**src/rtl/octavo_io_pkg.sv**
```systemverilog
// Shared constants and helpers for the Octavo I/O endpoints.
// Provides the default port word width, a ceil-log2 for sizing, and pointer wrap.
package octavo_io_pkg;

    localparam int DEFAULT_WORD_WIDTH = 36;

    // Returns ceil(log2(n)) for n >= 1 (clog2(1) = 0).
    function automatic int clog2(input int unsigned n);
        int r;
        r = 0;
        for (int i = 0; i < 32; i++) begin
            if ((64'd1 << i) < 64'(n)) begin
                r = i + 1;
            end
        end
        return r;
    endfunction

    // Depth need not be a power of two, so wrap explicitly at depth-1.
    function automatic int unsigned ptr_inc(input int unsigned ptr, input int unsigned depth);
        return (ptr == depth - 1) ? 0 : ptr + 1;
    endfunction

endpackage

```
**src/rtl/io_write_endpoint_if.sv**
```systemverilog
// Processor write port and consumer handshake of the I/O write endpoint.
// The slave modport is the endpoint side, master is the processor/consumer side.
interface io_write_endpoint_if
    import octavo_io_pkg::*;
#(
    parameter int WORD_WIDTH = DEFAULT_WORD_WIDTH
);
    logic                  in_wren;
    logic [WORD_WIDTH-1:0] in_data;
    logic                  in_EF;
    logic                  out_valid;
    logic                  out_ready;
    logic [WORD_WIDTH-1:0] out_data;

    modport master (
        output in_wren, in_data, out_ready,
        input  in_EF, out_valid, out_data
    );

    modport slave (
        input  in_wren, in_data, out_ready,
        output in_EF, out_valid, out_data
    );
endinterface

```
**src/rtl/io_fifo_ram.sv**
```systemverilog
// Buffer storage for the I/O write endpoint: synchronous write, asynchronous read.
module io_fifo_ram #(
    parameter int WORD_WIDTH = 36,
    parameter int DEPTH      = 8,
    parameter int ADDR_W     = 3
) (
    input  logic                  clock,
    input  logic                  wr_en_i,
    input  logic [ADDR_W-1:0]     wr_addr_i,
    input  logic [WORD_WIDTH-1:0] wr_data_i,
    input  logic [ADDR_W-1:0]     rd_addr_i,
    output logic [WORD_WIDTH-1:0] rd_data_o
);
    logic [WORD_WIDTH-1:0] mem_q [DEPTH];

    always_ff @(posedge clock) begin
        if (wr_en_i) begin
            mem_q[wr_addr_i] <= wr_data_i;
        end
    end

    assign rd_data_o = mem_q[rd_addr_i];
endmodule

```
**src/rtl/io_write_endpoint.sv**
```systemverilog
// Buffered processor I/O write port with early-full reporting to the predication logic.
// Define IO_WRITE_ENDPOINT_OVERFLOW_EN to build the sticky write-while-full overflow flag.
module io_write_endpoint
    import octavo_io_pkg::*;
#(
    parameter int WORD_WIDTH = DEFAULT_WORD_WIDTH,
    parameter int DEPTH      = 8,
    parameter int FULL_SLACK = 0
) (
    input  logic                       clock,
    input  logic                       reset_n,
    io_write_endpoint_if.slave         bus,
    output logic [clog2(DEPTH+1)-1:0]  count
`ifdef IO_WRITE_ENDPOINT_OVERFLOW_EN
   ,output logic                       overflow
`endif
);
    localparam int PTR_W = clog2(DEPTH);
    localparam int CNT_W = clog2(DEPTH + 1);
    localparam logic [CNT_W-1:0] CNT_FULL = CNT_W'(DEPTH);
    localparam logic [CNT_W-1:0] CNT_EF   = CNT_W'(DEPTH - FULL_SLACK);

    logic [PTR_W-1:0] wr_ptr_q, wr_ptr_d;
    logic [PTR_W-1:0] rd_ptr_q, rd_ptr_d;
    logic [CNT_W-1:0] count_q, count_d;
    logic             wr_accept;
    logic             rd_accept;

    // Acceptance looks only at pre-edge count: a same-cycle pop never frees a slot.
    assign wr_accept = bus.in_wren && (count_q != CNT_FULL);
    assign rd_accept = bus.out_ready && (count_q != '0);

    always_comb begin
        wr_ptr_d = wr_ptr_q;
        rd_ptr_d = rd_ptr_q;
        count_d  = count_q;
        if (wr_accept) begin
            wr_ptr_d = PTR_W'(ptr_inc(32'(wr_ptr_q), DEPTH));
        end
        if (rd_accept) begin
            rd_ptr_d = PTR_W'(ptr_inc(32'(rd_ptr_q), DEPTH));
        end
        case ({wr_accept, rd_accept})
            2'b10:   count_d = count_q + CNT_W'(1);
            2'b01:   count_d = count_q - CNT_W'(1);
            default: count_d = count_q;
        endcase
    end

    always_ff @(posedge clock or negedge reset_n) begin
        if (!reset_n) begin
            wr_ptr_q <= '0;
            rd_ptr_q <= '0;
            count_q  <= '0;
        end else begin
            wr_ptr_q <= wr_ptr_d;
            rd_ptr_q <= rd_ptr_d;
            count_q  <= count_d;
        end
    end

    io_fifo_ram #(
        .WORD_WIDTH (WORD_WIDTH),
        .DEPTH      (DEPTH),
        .ADDR_W     (PTR_W)
    ) u_ram (
        .clock      (clock),
        .wr_en_i    (wr_accept),
        .wr_addr_i  (wr_ptr_q),
        .wr_data_i  (bus.in_data),
        .rd_addr_i  (rd_ptr_q),
        .rd_data_o  (bus.out_data)
    );

    // Full is raised FULL_SLACK entries early so in-flight writes land in the reserve.
    assign bus.out_valid = (count_q != '0);
    assign bus.in_EF     = (count_q >= CNT_EF);
    assign count         = count_q;

`ifdef IO_WRITE_ENDPOINT_OVERFLOW_EN
    logic overflow_q, overflow_d;

    assign overflow_d = overflow_q | (bus.in_wren && (count_q == CNT_FULL));

    always_ff @(posedge clock or negedge reset_n) begin
        if (!reset_n) begin
            overflow_q <= 1'b0;
        end else begin
            overflow_q <= overflow_d;
        end
    end

    assign overflow = overflow_q;
`endif
endmodule

```
**src/flat_wrapper.sv**
```systemverilog
// flat-port wrapper written by rule: the top's interface ports become plain ports
module io_write_endpoint_flat import octavo_io_pkg::*;
#(
    parameter int WORD_WIDTH = DEFAULT_WORD_WIDTH,
    parameter int DEPTH      = 8,
    parameter int FULL_SLACK = 0
)
  (clock, reset_n, count, bus_in_wren, bus_in_data, bus_out_ready, bus_in_EF, bus_out_valid, bus_out_data);
  io_write_endpoint_if #(.WORD_WIDTH(WORD_WIDTH)) bus_i ();
  input  logic clock;
  input  logic reset_n;
  output logic [clog2(DEPTH+1)-1:0] count;
  input wire logic [$bits(bus_i.in_wren)-1:0] bus_in_wren;
  input wire logic [$bits(bus_i.in_data)-1:0] bus_in_data;
  input wire logic [$bits(bus_i.out_ready)-1:0] bus_out_ready;
  output wire logic [$bits(bus_i.in_EF)-1:0] bus_in_EF;
  output wire logic [$bits(bus_i.out_valid)-1:0] bus_out_valid;
  output wire logic [$bits(bus_i.out_data)-1:0] bus_out_data;
  assign bus_i.in_wren = bus_in_wren;
  assign bus_i.in_data = bus_in_data;
  assign bus_i.out_ready = bus_out_ready;
  assign bus_in_EF = bus_i.in_EF;
  assign bus_out_valid = bus_i.out_valid;
  assign bus_out_data = bus_i.out_data;
  io_write_endpoint #(.WORD_WIDTH(WORD_WIDTH), .DEPTH(DEPTH), .FULL_SLACK(FULL_SLACK)) u_core (.clock(clock), .reset_n(reset_n), .bus(bus_i), .count(count));
endmodule
```
**config.mk**
```make
export PLATFORM = sky130hd
export DESIGN_NAME = io_write_endpoint_flat
export DESIGN_NICKNAME = d
export VERILOG_FILES = /design/src/rtl/octavo_io_pkg.sv /design/src/rtl/io_write_endpoint_if.sv /design/src/rtl/io_fifo_ram.sv /design/src/rtl/io_write_endpoint.sv /design/src/flat_wrapper.sv
export SDC_FILE = /design/constraint.sdc
export NUM_CORES = 1
export LEC_CHECK = 0
export ABC_AREA = 0
export ABC_CLOCK_PERIOD_IN_PS = 4100
export CORE_MARGIN = 1
export CORE_UTILIZATION = 60
export CTS_BUF_LIST = sky130_fd_sc_hd__clkbuf_8
export CTS_CLUSTER_SIZE = 14
export DETAILED_ROUTE_END_ITERATION = 6
export GPL_TIMING_DRIVEN = 0
export PLACE_DENSITY = 0.81
export SLEW_MARGIN = 5
export SYNTH_ARGS = -nofsm -noshare
export SYNTH_HDL_FRONTEND = slang
export SYNTH_HIERARCHICAL = 1
export SYNTH_SLANG_ARGS = --single-unit
```
**constraint.sdc**
```tcl
create_clock -name clock -period 4.1 [get_ports clock]
set_input_delay 0.41 -clock clock [delete_from_list [all_inputs] [get_ports clock]]
set_output_delay 0.41 -clock clock [all_outputs]
set_load 0.005 [all_outputs]
```
==> results.md, run 1 <==
| Quantity | Reported |
|:---|:---|
| Run status | complete, no violations |
| Setup crit start kind | register |
| Post-Synthesis Cells | 487 |
| Synth Area per Inst | 24.29 µm² |
| Number of max-cap violations | 0 |
| Total global routing overflow | 0 |
| Number of levels the H-tree was split into | 2 |
| Ports | 82 |
| Main combinational cell family by area after synthesis | multiplexers |
| Family with the most delay on the worst path | buffers and inverters |
| Buf+Inv Stages, Crit Path | 3 |
| Initial core utilization | 62.20% |
| Post-synthesis share of cell area spent on full adders, half adders and majority gates | 0.9097% |
| Top cell type's share of synthesized area | 73.11% |
| Starting DRT DRC Count | 329 |
| Most common cell after layout, fill and taps aside | edfxtp_1 |
| Global-route wire length before repair | 33820 µm |
| Overall die width | 142.4 µm |
| Minimum clock period | 3.404 ns |
| Aggregate routed wire length | 22400 µm |
| Diodes inserted | 0 |
| Clk pin slew, worst setup/hold paths | 0.06 ns |
| Required time of the critical path | 3.69 ns |
| Yosys warning total | 6 |
| Multiplexer share of the synthesized area | 20.08% |
| Cts hold-fix bufs | 0 |
| Wirelength per Cell | 24.34 µm |
| Number of register bits inferred by synthesis | 298 |
| Max Clock Freq | 0.2937 GHz |
| Maximum number of pins on one net before global-route repair | 22 |
| Worst ir drop on vdd | 0.3667 mV |
| Net count reported at finish | 678 |
| Instance count after placement with tap cells included | 842 |
| Placement Rows | 50 |
| Critical path type | reg2out |
| Yosys cell types | 33 |
| Post-synthesis xor/xnor area fraction | 0.1481% |
| Static Leakage | 4.812 nW |
| Power density of the placed cells | 673.9 nW/µm² |
| Total chip power | 0.009495 W |
| Min-Delay Path Class | in2async |
| # DRC | 0 |
| Final non-filler cell total | 920 |
| Root buffer selected by CTS | clkbuf_8 |
| Largest fanout of any net on the critical path | 10 |
| Die Height | 142.4 µm |
| Critical path's slowest cell | buf_1 |
| Total internal power | 0.006854 W |
| Post-Syn Area | 11830 µm² |
| Count of endpoints failing hold in the final timing report | 0 |
| Post-Synth Simple-Gate Area | 1.121% |
| Max transition margin | 38.44% |
| Vias in the first global route | 6003 |
| TritonCTS clock tree | yes |
| Post-CTS Setup Bufs | 0 |
| DP HPWL | 13910 µm |
| Setup repair after global routing missed its margin | no |
| TritonCTS Sinks | 298 |
| Switching pwr | 0.002641 W |
| Max Clock Skew | 0.008751 ns |
| Smallest hold slack | 0.2070 ns |
| Pre-antenna DRT Iters | 4 |
| Fraction of power spent switching nets | 27.82% |
| Top library cells by usage in the layout, fill and taps aside | edfxtp_1 (288), clkdlybuf4s50_1 (81), mux4_1 (72), clkbuf_8 (49), mux2_2 (37) |
| Count of cells resized by post-cts repair | 0 |
| Setup TNS | 0 ns |
| Latest clock arrival within the worst-skew pair | 0.53 ns |
| Final Cycle Share | 83.04% |
| Number of antenna violations at the first check in global routing | 0 |
| Number of antenna-violating nets in the routed design | 0 |
| Clock Path Buffers | 3 |
| TritonCTS buffer count | 46 |
| Share of synthesized flip-flops with an asynchronous set or reset | 3.356% |
| Critical path cell sequence | clkbuf_2, buf_1, mux4_1, mux2_2, clkdlybuf4s50_1 |
| Fraction of power consumed by sequential logic | 42.3% |
| Total of fill cells in the finished design | 1060 |
| Actual slew at the worst max-slew pin | 0.9183 ns |
| Most area-hungry cell type in the Yosys netlist | edfxtp_1 |
| Layout cell share with drive strength beyond 1 | 19.55% |
| Area contributors post-synth | edfxtp_1 (73%), mux4_1 (16%), mux2_2 (3.5%) |
| Core Region | 19020 µm² |
| Area fraction in compound gates after synthesis | 0.9308% |
| Number of flops mapped to enable cells by yosys | 288 |
| WP data arrival | 2.99 ns |
| Share of total power in combinational logic | 34.1% |
| Area added between synthesis and finish | 19.11% |
| Post-synth top flop | edfxtp_1 |
| Count of final max-slew check failures | 0 |
| Vias after detailed routing | 5465 |
| Share of power burned in the clock network | 23.6% |
| Full die area | 20280 µm² |
| Detail-routed via count per cell | 5.940 |
| Sequential fraction of the synthesis area | 75.23% |
| Input/output buffers | 81 |
| Number of nets in the synthesized netlist | 535 |
| Setup violations, final | 0 |
| Type of element capturing the critical path | output port |
| Overall fraction of global-route tracks in use | 23.55% |
| Gpl congestion | 0.7104 |
| Biggest cell delay along the critical path | 0.63 ns |
==> worst reg2reg max path: cells and delay by family (launching register included) <==
| kind | cells | cell delay (ns) |
|---|---|---|
| fa+ha+maj | 2 | 0.73 |
| compound gates | 3 | 0.90 |
| simple gates | 1 | 0.55 |
| flops | 1 | 0.49 |
==> layout make-up <==
| cell class | count | area (µm²) | share of cell area, % |
|---|---|---|---|
| flip-flops and latches | 298 | 8899 | 63.16 |
| multi-input cells | 159 | 2798 | 19.86 |
| repair buffers | 95 | 1044 | 7.406 |
| clock buffers | 49 | 674.4 | 4.786 |
| well taps | 260 | 325.3 | 2.309 |
| clock inverters | 29 | 162.7 | 1.154 |
| plain buffers | 23 | 161.4 | 1.146 |
| inverters | 7 | 26.28 | 0.1865 |
==> stage by stage <==
stage	utilization [%]	setup WS, ns	cell area, µm²
6_report	74.09	0.6955	14090
4_1_cts	74.09	0.6367	14090
2_1_floorplan	-	0.3206	11830
3_5_place_dp	69.68	1.127	13250
3_3_place_gp	68.17	-2.484	12960
5_1_grt	74.09	0.5933	14090
==> power by group through the flow <==
| stage | logic, W | registers, W | clock network (W) |
|---|---|---|---|
| floorplan | 0.00182 | 0.00403 | 0 |
| global placement | 0.00300 | 0.00408 | 0 |
| detailed placement | 0.00324 | 0.00407 | 0 |
| CTS | 0.00328 | 0.00402 | 0.00230 |
| global route | 0.00341 | 0.00405 | 0.00244 |
| finish | 0.00324 | 0.00402 | 0.00224 |
==> logic make-up (layout without fill, tap and decap cells) <==
| kind of cell | count (synthesis) | after routing |
|---|---|---|
| flip-flops | 298 | 298 |
| multiplexers | 114 | 114 |
| buffers and inverters | 30 | 203 |
| AND/OR/NAND/NOR | 25 | 25 |
| AO/OA/AOI/OAI | 10 | 10 |
| adder cells (fa/ha/maj) | 8 | 8 |
| XOR/XNOR | 2 | 2 |
==> registers in the layout (all words and copies together), names as in the netlist <==
signal              cells
u_core/u_ram/mem_q    288
u_core/count            4
u_core/rd_ptr_q         3
u_core/wr_ptr_q         3
==> Yosys cell counts, types with 2 or more instances <==
| cell | n |
|---|---|
| mux2_2 | 37 |
| buf_6 | 9 |
| nor3_1 | 3 |
| o21ai_0 | 2 |
| nand3_1 | 2 |
| dfrtp_1 | 10 |
| mux4_1 | 72 |
| nor3b_1 | 3 |
| o41ai_4 | 2 |
| clkbuf_2 | 2 |
| edfxtp_1 | 288 |
| ha_1 | 7 |
| buf_1 | 9 |
| nand2_1 | 4 |
| clkbuf_1 | 2 |
| mux2_4 | 3 |
| nor2_1 | 7 |
| a21oi_1 | 2 |
| nand2b_1 | 4 |
| inv_1 | 6 |
==> routing by layer <==
| layer | GRT usage, % | up-vias | wire (µm) |
|---|---|---|---|
| met3 | 4.307 | 42 | 1289 |
| met1 | 30.07 | 2806 | 8837 |
| met4 | 9.677 | 0 | 512 |
| li1 | - | 2423 | - |
| met5 | 0 | - | 0 |
| met2 | 40.30 | 194 | 11760 |
==> path summary, 6_finish.rpt <==
kind,slack (ns),startpoint,cells past startpoint,to
min,0.21,reset_n,1,u_core/wr_ptr_q[1]$_DFFE_PN0P_
max,0.70,u_core/rd_ptr_q[2]$_DFFE_PN0P_,5,bus_out_data[1]
max reg2reg,1.29,u_core/count[1]$_DFFE_PN0P_,6,u_core/count[3]$_DFFE_PN0P_
min in group clock,0.57,u_core/rd_ptr_q[1]$_DFFE_PN0P_,2,u_core/rd_ptr_q[1]$_DFFE_PN0P_
min reg2reg,0.57,u_core/rd_ptr_q[1]$_DFFE_PN0P_,2,u_core/rd_ptr_q[1]$_DFFE_PN0P_
max in group asynchronous,3.57,reset_n,1,u_core/wr_ptr_q[0]$_DFFE_PN0P_
(Power assumes the default switching activity.)
==> run 2, diff against run 1 <==
--- a/config.mk
+++ b/config.mk
@@ -6,7 +6,7 @@
 export NUM_CORES = 1
 export LEC_CHECK = 0
 export ABC_AREA = 0
-export ABC_CLOCK_PERIOD_IN_PS = 4100
+export ABC_CLOCK_PERIOD_IN_PS = 3210
 export CORE_MARGIN = 1
 export CORE_UTILIZATION = 60
 export CTS_BUF_LIST = sky130_fd_sc_hd__clkbuf_8
==> constraint.sdc (replaced) <==
create_clock -name clock -period 3.21 [get_ports clock]
set_input_delay 0.321 -clock clock [delete_from_list [all_inputs] [get_ports clock]]
set_output_delay 0.321 -clock clock [all_outputs]
set_load 0.005 [all_outputs]
==> run 2 against run 1 <==
Critical path depth fell by 1; combinational power increased by 26%; flip-flop and latch count unchanged; worst setup slack worse by 0.55 ns; first-iteration DRC count shrank 1.5%; design area about the same; utilization about the same; sequential power up 28%.
==> results.md, run 2 (same netlist as run 1, synthesis figures left out) <==
| Quantity | Reported | vs previous |
|:---|:---|:---|
| Pre-antenna DRT Iters | 4 | unchanged |
| Diodes inserted | 0 | unchanged |
| Area added between synthesis and finish | 19.14% | about the same |
| Vias after detailed routing | 5426 | -0.71% |
| Setup violations, final | 0 | unchanged |
| Post-layout instance area | 14090 µm² | about the same |
| Max transition margin | 32.91% | -5.5 points |
| Full die area | 20280 µm² | unchanged |
| Post-Place Worst Slack | 0.5094 ns | -0.6177 ns |
| Placement Rows | 50 | unchanged |
| Overall die width | 142.4 µm | unchanged |
| Top library cells by usage in the layout, fill and taps aside | edfxtp_1 (288), clkdlybuf4s50_1 (81), mux4_1 (72), clkbuf_8 (47), mux2_2 (37) |  |
| Biggest cell delay along the critical path | 0.66 ns | +0.03 ns |
| Maximum number of pins on one net before global-route repair | 21 | -4.5% |
| Setup repair after global routing missed its margin | no |  |
| Critical path cell sequence | clkbuf_2, clkbuf_1, mux2_2, clkdlybuf4s50_1 |  |
| Core Region | 19020 µm² | unchanged |
| Type of element capturing the critical path | output port |  |
| Wirelength per Cell | 23.44 µm | -3.7% |
| TritonCTS buffer count | 47 | +2.2% |
| # DRC | 0 | unchanged |
| Number of levels the H-tree was split into | 2 | unchanged |
| DP HPWL | 13310 µm | -4.3% |
| Global-route wire length before repair | 32880 µm | -2.8% |
| Initial core utilization | 62.20% | unchanged |
| Number of max-cap violations | 0 | unchanged |
| Layout cell share with drive strength beyond 1 | 20.03% | +0.48 points |
| Latest clock arrival within the worst-skew pair | 0.54 ns | about the same |
| Min-Delay Path Class | in2async |  |
| Number of antenna violations at the first check in global routing | 2 | +2 |
| WP data arrival | 2.74 ns | -0.25 ns |
| Gpl congestion | 0.6856 | -3.5% |
| Flip-flop count of the largest register after layout | 288 | unchanged |
| Max Clock Skew | 0.01346 ns | +0.004713 ns |
| Actual slew at the worst max-slew pin | 1.003 ns | +0.08481 ns |
| Power density of the placed cells | 846.8 nW/µm² | +26% |
| Count of final max-slew check failures | 0 | unchanged |
| Total global routing overflow | 0 | unchanged |
| Detail-routed via count per cell | 5.872 | -1.1% |
| Overall fraction of global-route tracks in use | 22.82% | -0.74 points |
| Static Leakage | 4.832 nW | +0.42% |
| Largest reg by FF count | u_core/u_ram/mem_q |  |
| Post-CTS Setup Bufs | 0 | unchanged |
| Most common cell after layout, fill and taps aside | edfxtp_1 |  |
| TritonCTS clock tree | yes |  |
| Max Clock Freq | 0.3264 GHz |  |
| Run status | complete, no violations |  |
| Smallest hold slack | 0.1095 ns | -0.09752 ns |
| Final critical-path setup slack | 0.1462 ns | -0.5493 ns |
| TritonCTS Sinks | 298 | unchanged |
| Input/output buffers | 81 | unchanged |
| Crit Reg-Reg Startpoint | u_core/count[1]$_DFFE_PN0P_ |  |
| Die Height | 142.4 µm | unchanged |
| Ports | 82 | unchanged |
| Minimum clock period | 3.064 ns |  |
| Setup slack of the worst register-to-register path | 0.51 ns | -0.78 ns |
| Critical path type | reg2out |  |
| Worst R2R Path Depth | 7 | +1 |
| Aggregate routed wire length | 21660 µm | -3.3% |
| Required time of the critical path | 2.89 ns | -0.80 ns |
| Critical path's slowest cell | clkbuf_1 |  |
| Critical R2R Capture | u_core/count[3]$_DFFE_PN0P_ |  |
| Cts hold-fix bufs | 0 | unchanged |
| Final Cycle Share | 95.45% |  |
| Clock Path Buffers | 3 | unchanged |
| Root buffer selected by CTS | clkbuf_8 |  |
| Count of endpoints failing hold in the final timing report | 0 | unchanged |
| Starting DRT DRC Count | 324 | -1.5% |
| Cell area after placement | 13280 µm² | +0.21% |
| Number of antenna-violating nets in the routed design | 0 | unchanged |
| Setup TNS | 0 ns | unchanged |
| Largest fanout of any net on the critical path | 10 | unchanged |
| Net count reported at finish | 676 | -0.29% |
| Vias in the first global route | 5795 | -3.5% |
| Worst ir drop on vdd | 0.4870 mV | +33% |
| Setup crit start kind | register |  |
| Clk pin slew, worst setup/hold paths | 0.06 ns | about the same |
## run 2: stage by stage
step                utilization [%]  std cells  power [W]
finish                        74.10        924    0.01193
global route                  74.10        924    0.01248
CTS                           74.09        924    0.01206
detailed placement            69.83        839   0.009324
global placement              68.22        828   0.009034
floorplan                         -        487   0.007472
## run 2: per-layer routing
metal,wire length (µm),track usage (%)
met1,8783,29.89
met2,11290,38.70
met3,1291,4.913
met4,277,7.131
met5,11,0
## run 2: critical path, delay by kind of cell (launching register included)
| kind | cells | cell delay (ns) |
|---|---|---|
| buffers and inverters | 3 | 1.41 |
| muxes | 1 | 0.42 |
| DFF | 1 | 0.36 |
## run 2: repair_timing
item | CTS | global route
setup endpoints to repair | 24 | 20
endpoints found under the hold margin | 0 | 0
pin swaps | 0 | 0
gates resized for setup | 5 | 2
## run 2: how the worst max path moves through the flow
stage / from / end / slack [ns] / cells past startpoint
global route: u_core/rd_ptr_q[1]$_DFFE_PN0P_ / bus_out_data[8] / 0.05 / 4
global placement: bus_in_wren / u_core/u_ram/mem_q[1][16]$_DFFE_PP_ / -1.43 / 5
CTS: u_core/rd_ptr_q[2]$_DFFE_PN0P_ / bus_out_data[8] / 0.03 / 5
floorplan: u_core/count[1]$_DFFE_PN0P_ / u_core/u_ram/mem_q[1][0]$_DFFE_PP_ / 0.40 / 4
finish: u_core/rd_ptr_q[1]$_DFFE_PN0P_ / bus_out_data[13] / 0.15 / 4
detailed placement: u_core/count[1]$_DFFE_PN0P_ / u_core/count[3]$_DFFE_PN0P_ / 0.51 / 6
## run 2: area by class of cell
type	instances	area, µm²
plain buffers	23	170.2
clock buffers	47	646.9
clock inverters	38	156.4
fillers	1034	4926
inverters	7	26.28
multi-input cells	159	2810
flip-flops and latches	298	8899
well taps	260	325.3
repair buffers	92	1059
## run 2: power by group
part	switching (W)	total, W	leakage (nW)	internal [W]
clock	0.00135	0.00271	0.473	0.00136
sequential	0.000214	0.00513	2.73	0.00491
combinational	0.00180	0.00409	1.63	0.00230
total	0.00336	0.0119	4.83	0.00857
==> run 3, diff against run 2 <==
--- a/config.mk
+++ b/config.mk
@@ -8,12 +8,12 @@
 export ABC_AREA = 0
 export ABC_CLOCK_PERIOD_IN_PS = 3210
 export CORE_MARGIN = 1
-export CORE_UTILIZATION = 60
+export CORE_UTILIZATION = 55
 export CTS_BUF_LIST = sky130_fd_sc_hd__clkbuf_8
 export CTS_CLUSTER_SIZE = 14
 export DETAILED_ROUTE_END_ITERATION = 6
 export GPL_TIMING_DRIVEN = 0
-export PLACE_DENSITY = 0.81
+export PLACE_DENSITY = 0.75
 export SLEW_MARGIN = 5
 export SYNTH_ARGS = -nofsm -noshare
 export SYNTH_HDL_FRONTEND = slang
==> run 3 against run 2 <==
Register-to-register slack got worse by 0.06 ns; non-clock buffer count is 1 higher; worst hold slack better by 0.0035 ns; clock skew decreased by 0.0030 ns; critical path depth did not move; routed wire length is essentially flat; largest power group unchanged.
==> results.md, run 3 (same netlist as run 1, synthesis figures left out) <==
| Quantity | Reported | vs previous |
|:---|:---|:---|
| Actual slew at the worst max-slew pin | 0.7755 ns | -0.2277 ns |
| Count of final max-slew check failures | 0 | unchanged |
| Placement Rows | 53 | +6.0% |
| Number of antenna violations at the first check in global routing | 1 | -1 |
| Power density of the placed cells | 845.9 nW/µm² | -0.11% |
| Flip-flop count of the largest register after layout | 288 | unchanged |
| Run status | complete, no violations |  |
| Minimum clock period | 3.061 ns | -0.002320 ns |
| Overall die width | 148.7 µm | +4.4% |
| Full die area | 22100 µm² | +9.0% |
| Cts hold-fix bufs | 0 | unchanged |
| Biggest cell delay along the critical path | 0.63 ns | -0.03 ns |
| Overall fraction of global-route tracks in use | 20.69% | -2.1 points |
| Max transition margin | 48.18% | +15 points |
| Pre-antenna DRT Iters | 5 | +1 |
| Setup repair after global routing missed its margin | no |  |
| Total chip power | 0.01193 W | about the same |
| Initial core utilization | 56.27% | -5.9 points |
| Required time of the critical path | 2.89 ns | about the same |
| Most common cell after layout, fill and taps aside | edfxtp_1 |  |
| DP HPWL | 13420 µm | +0.87% |
| Post-CTS Setup Bufs | 0 | unchanged |
| TritonCTS clock tree | yes |  |
| Diodes inserted | 0 | unchanged |
| Aggregate routed wire length | 21660 µm | about the same |
| Maximum number of pins on one net before global-route repair | 22 | +4.8% |
| Gpl congestion | 0.7437 | +8.5% |
| Number of max-cap violations | 0 | unchanged |
| Total global routing overflow | 0 | unchanged |
| Top library cells by usage in the layout, fill and taps aside | edfxtp_1 (288), clkdlybuf4s50_1 (81), mux4_1 (72), clkbuf_8 (47), mux2_2 (37) |  |
| Largest reg by FF count | u_core/u_ram/mem_q |  |
| Type of element capturing the critical path | output port |  |
| Setup violations, final | 0 | unchanged |
| Worst ir drop on vdd | 0.4977 mV | +2.2% |
| Layout cell share with drive strength beyond 1 | 20.39% | +0.36 points |
| Final Cycle Share | 95.37% | about the same |
| TritonCTS Sinks | 298 | unchanged |
| Detail-routed via count per cell | 5.838 | -0.59% |
| Wirelength per Cell | 23.12 µm | -1.4% |
| Root buffer selected by CTS | clkbuf_8 |  |
| Static Leakage | 4.810 nW | -0.46% |
| Latest clock arrival within the worst-skew pair | 0.54 ns | about the same |
| Starting DRT DRC Count | 271 | -16% |
| Input/output buffers | 81 | unchanged |
| Critical path type | reg2out |  |
| Core Region | 21020 µm² | +11% |
| Setup TNS | 0 ns | unchanged |
| Number of levels the H-tree was split into | 2 | unchanged |
| Critical path's slowest cell | buf_1 |  |
| WP data arrival | 2.74 ns | about the same |
| Max Clock Freq | 0.3266 GHz | about the same |
| Area added between synthesis and finish | 19.21% | about the same |
| Clock Path Buffers | 3 | unchanged |
| Clk pin slew, worst setup/hold paths | 0.06 ns | about the same |
| Family with the most delay on the worst path | buffers and inverters |  |
| Number of antenna-violating nets in the routed design | 0 | unchanged |
| Setup crit start kind | register |  |
| Largest fanout of any net on the critical path | 10 | unchanged |
| Buf+Inv Stages, Crit Path | 3 | unchanged |
| Global-route wire length before repair | 32670 µm | -0.63% |
| Critical path cell sequence | clkbuf_2, buf_1, mux2_2, clkdlybuf4s50_1 |  |
| TritonCTS buffer count | 45 | -4.3% |
| Setup slack of the worst register-to-register path | 0.45 ns | -0.06 ns |
| Count of endpoints failing hold in the final timing report | 0 | unchanged |
| Die Height | 148.7 µm | +4.4% |
| Net count reported at finish | 675 | -0.15% |
| # DRC | 0 | unchanged |
| Smallest hold slack | 0.1130 ns | +0.003467 ns |
| Min-Delay Path Class | in2async |  |
| Count of cells resized by post-cts repair | 7 | +2 |
| Max Clock Skew | 0.01048 ns | -0.002979 ns |
| Ports | 82 | unchanged |
| Vias after detailed routing | 5470 | +0.81% |
| Vias in the first global route | 5838 | +0.74% |
==> run 3: cell types whose count changed in the layout (fill, tap and decap cells not counted) <==
cell,before,now
buf_8,2,4
clkbuf_1,2,1
inv_1,26,19
buf_1,2,3
clkinv_2,2,4
clkinvlp_4,3,2
clkinv_1,13,16
clkbuf_2,4,2
buf_2,5,7
buf_16,5,4
==> run 3: worst reg2reg max path, stage by stage (launching register included) <==
cell	delay, ns
dfrtp_1	0.50
o41ai_4	0.60
ha_1	0.40
ha_1	0.35
or4b_1	0.54
o311ai_0	0.12
o211ai_1	0.13
==> run 3: stage by stage <==
step	std cells	instance area, µm²	setup WS, ns	util, %
2_1_floorplan	487	11840	0.3951	-
3_3_place_gp	843	12990	-1.450	61.81
3_5_place_dp	855	13300	0.4535	63.28
4_1_cts	937	14100	0.1114	67.08
5_1_grt	937	14100	0.01268	67.08
6_report	937	14100	0.1485	67.08
==> run 3: where the power goes <==
| part | internal, W | switching (W) |
|---|---|---|
| clock | 0.00136 | 0.00135 |
| combinational | 0.00230 | 0.00180 |
| sequential | 0.00491 | 0.000215 |
| total | 0.00856 | 0.00336 |
==> run 3: cell type report <==
class,instances,area (µm²)
clock inverters,35,143.9
multi-input cells,159,2810
plain buffers,23,170.2
well taps,275,344.1
fillers,1296,6920
inverters,7,26.28
clock buffers,47,646.9
flip-flops and latches,298,8899
repair buffers,93,1061
==> run 3: path summary, 6_finish.rpt <==
| kind | startpoint | endpoint | cells after the start |
|---|---|---|---|
| min in group clock | bus_out_ready | u_core/rd_ptr_q[1]$_DFFE_PN0P_ | 3 |
| min reg2reg | u_core/rd_ptr_q[1]$_DFFE_PN0P_ | u_core/rd_ptr_q[1]$_DFFE_PN0P_ | 2 |
| max reg2reg | u_core/count[1]$_DFFE_PN0P_ | u_core/count[3]$_DFFE_PN0P_ | 6 |
| min | reset_n | u_core/wr_ptr_q[1]$_DFFE_PN0P_ | 1 |
| max in group asynchronous | reset_n | u_core/rd_ptr_q[2]$_DFFE_PN0P_ | 1 |
| max | u_core/rd_ptr_q[1]$_DFFE_PN0P_ | bus_out_data[27] | 4 |
==> run 3: per-layer routing <==
layer / wire, µm / up-vias / global-route usage, %
met2: 11360 / 151 / 36.66
met1: 8793 / 2850 / 25.40
met3: 1113 / 44 / 4.601
met4: 379 / 2 / 6.289
li1: - / 2423 / -
met5: 11 / - / 0
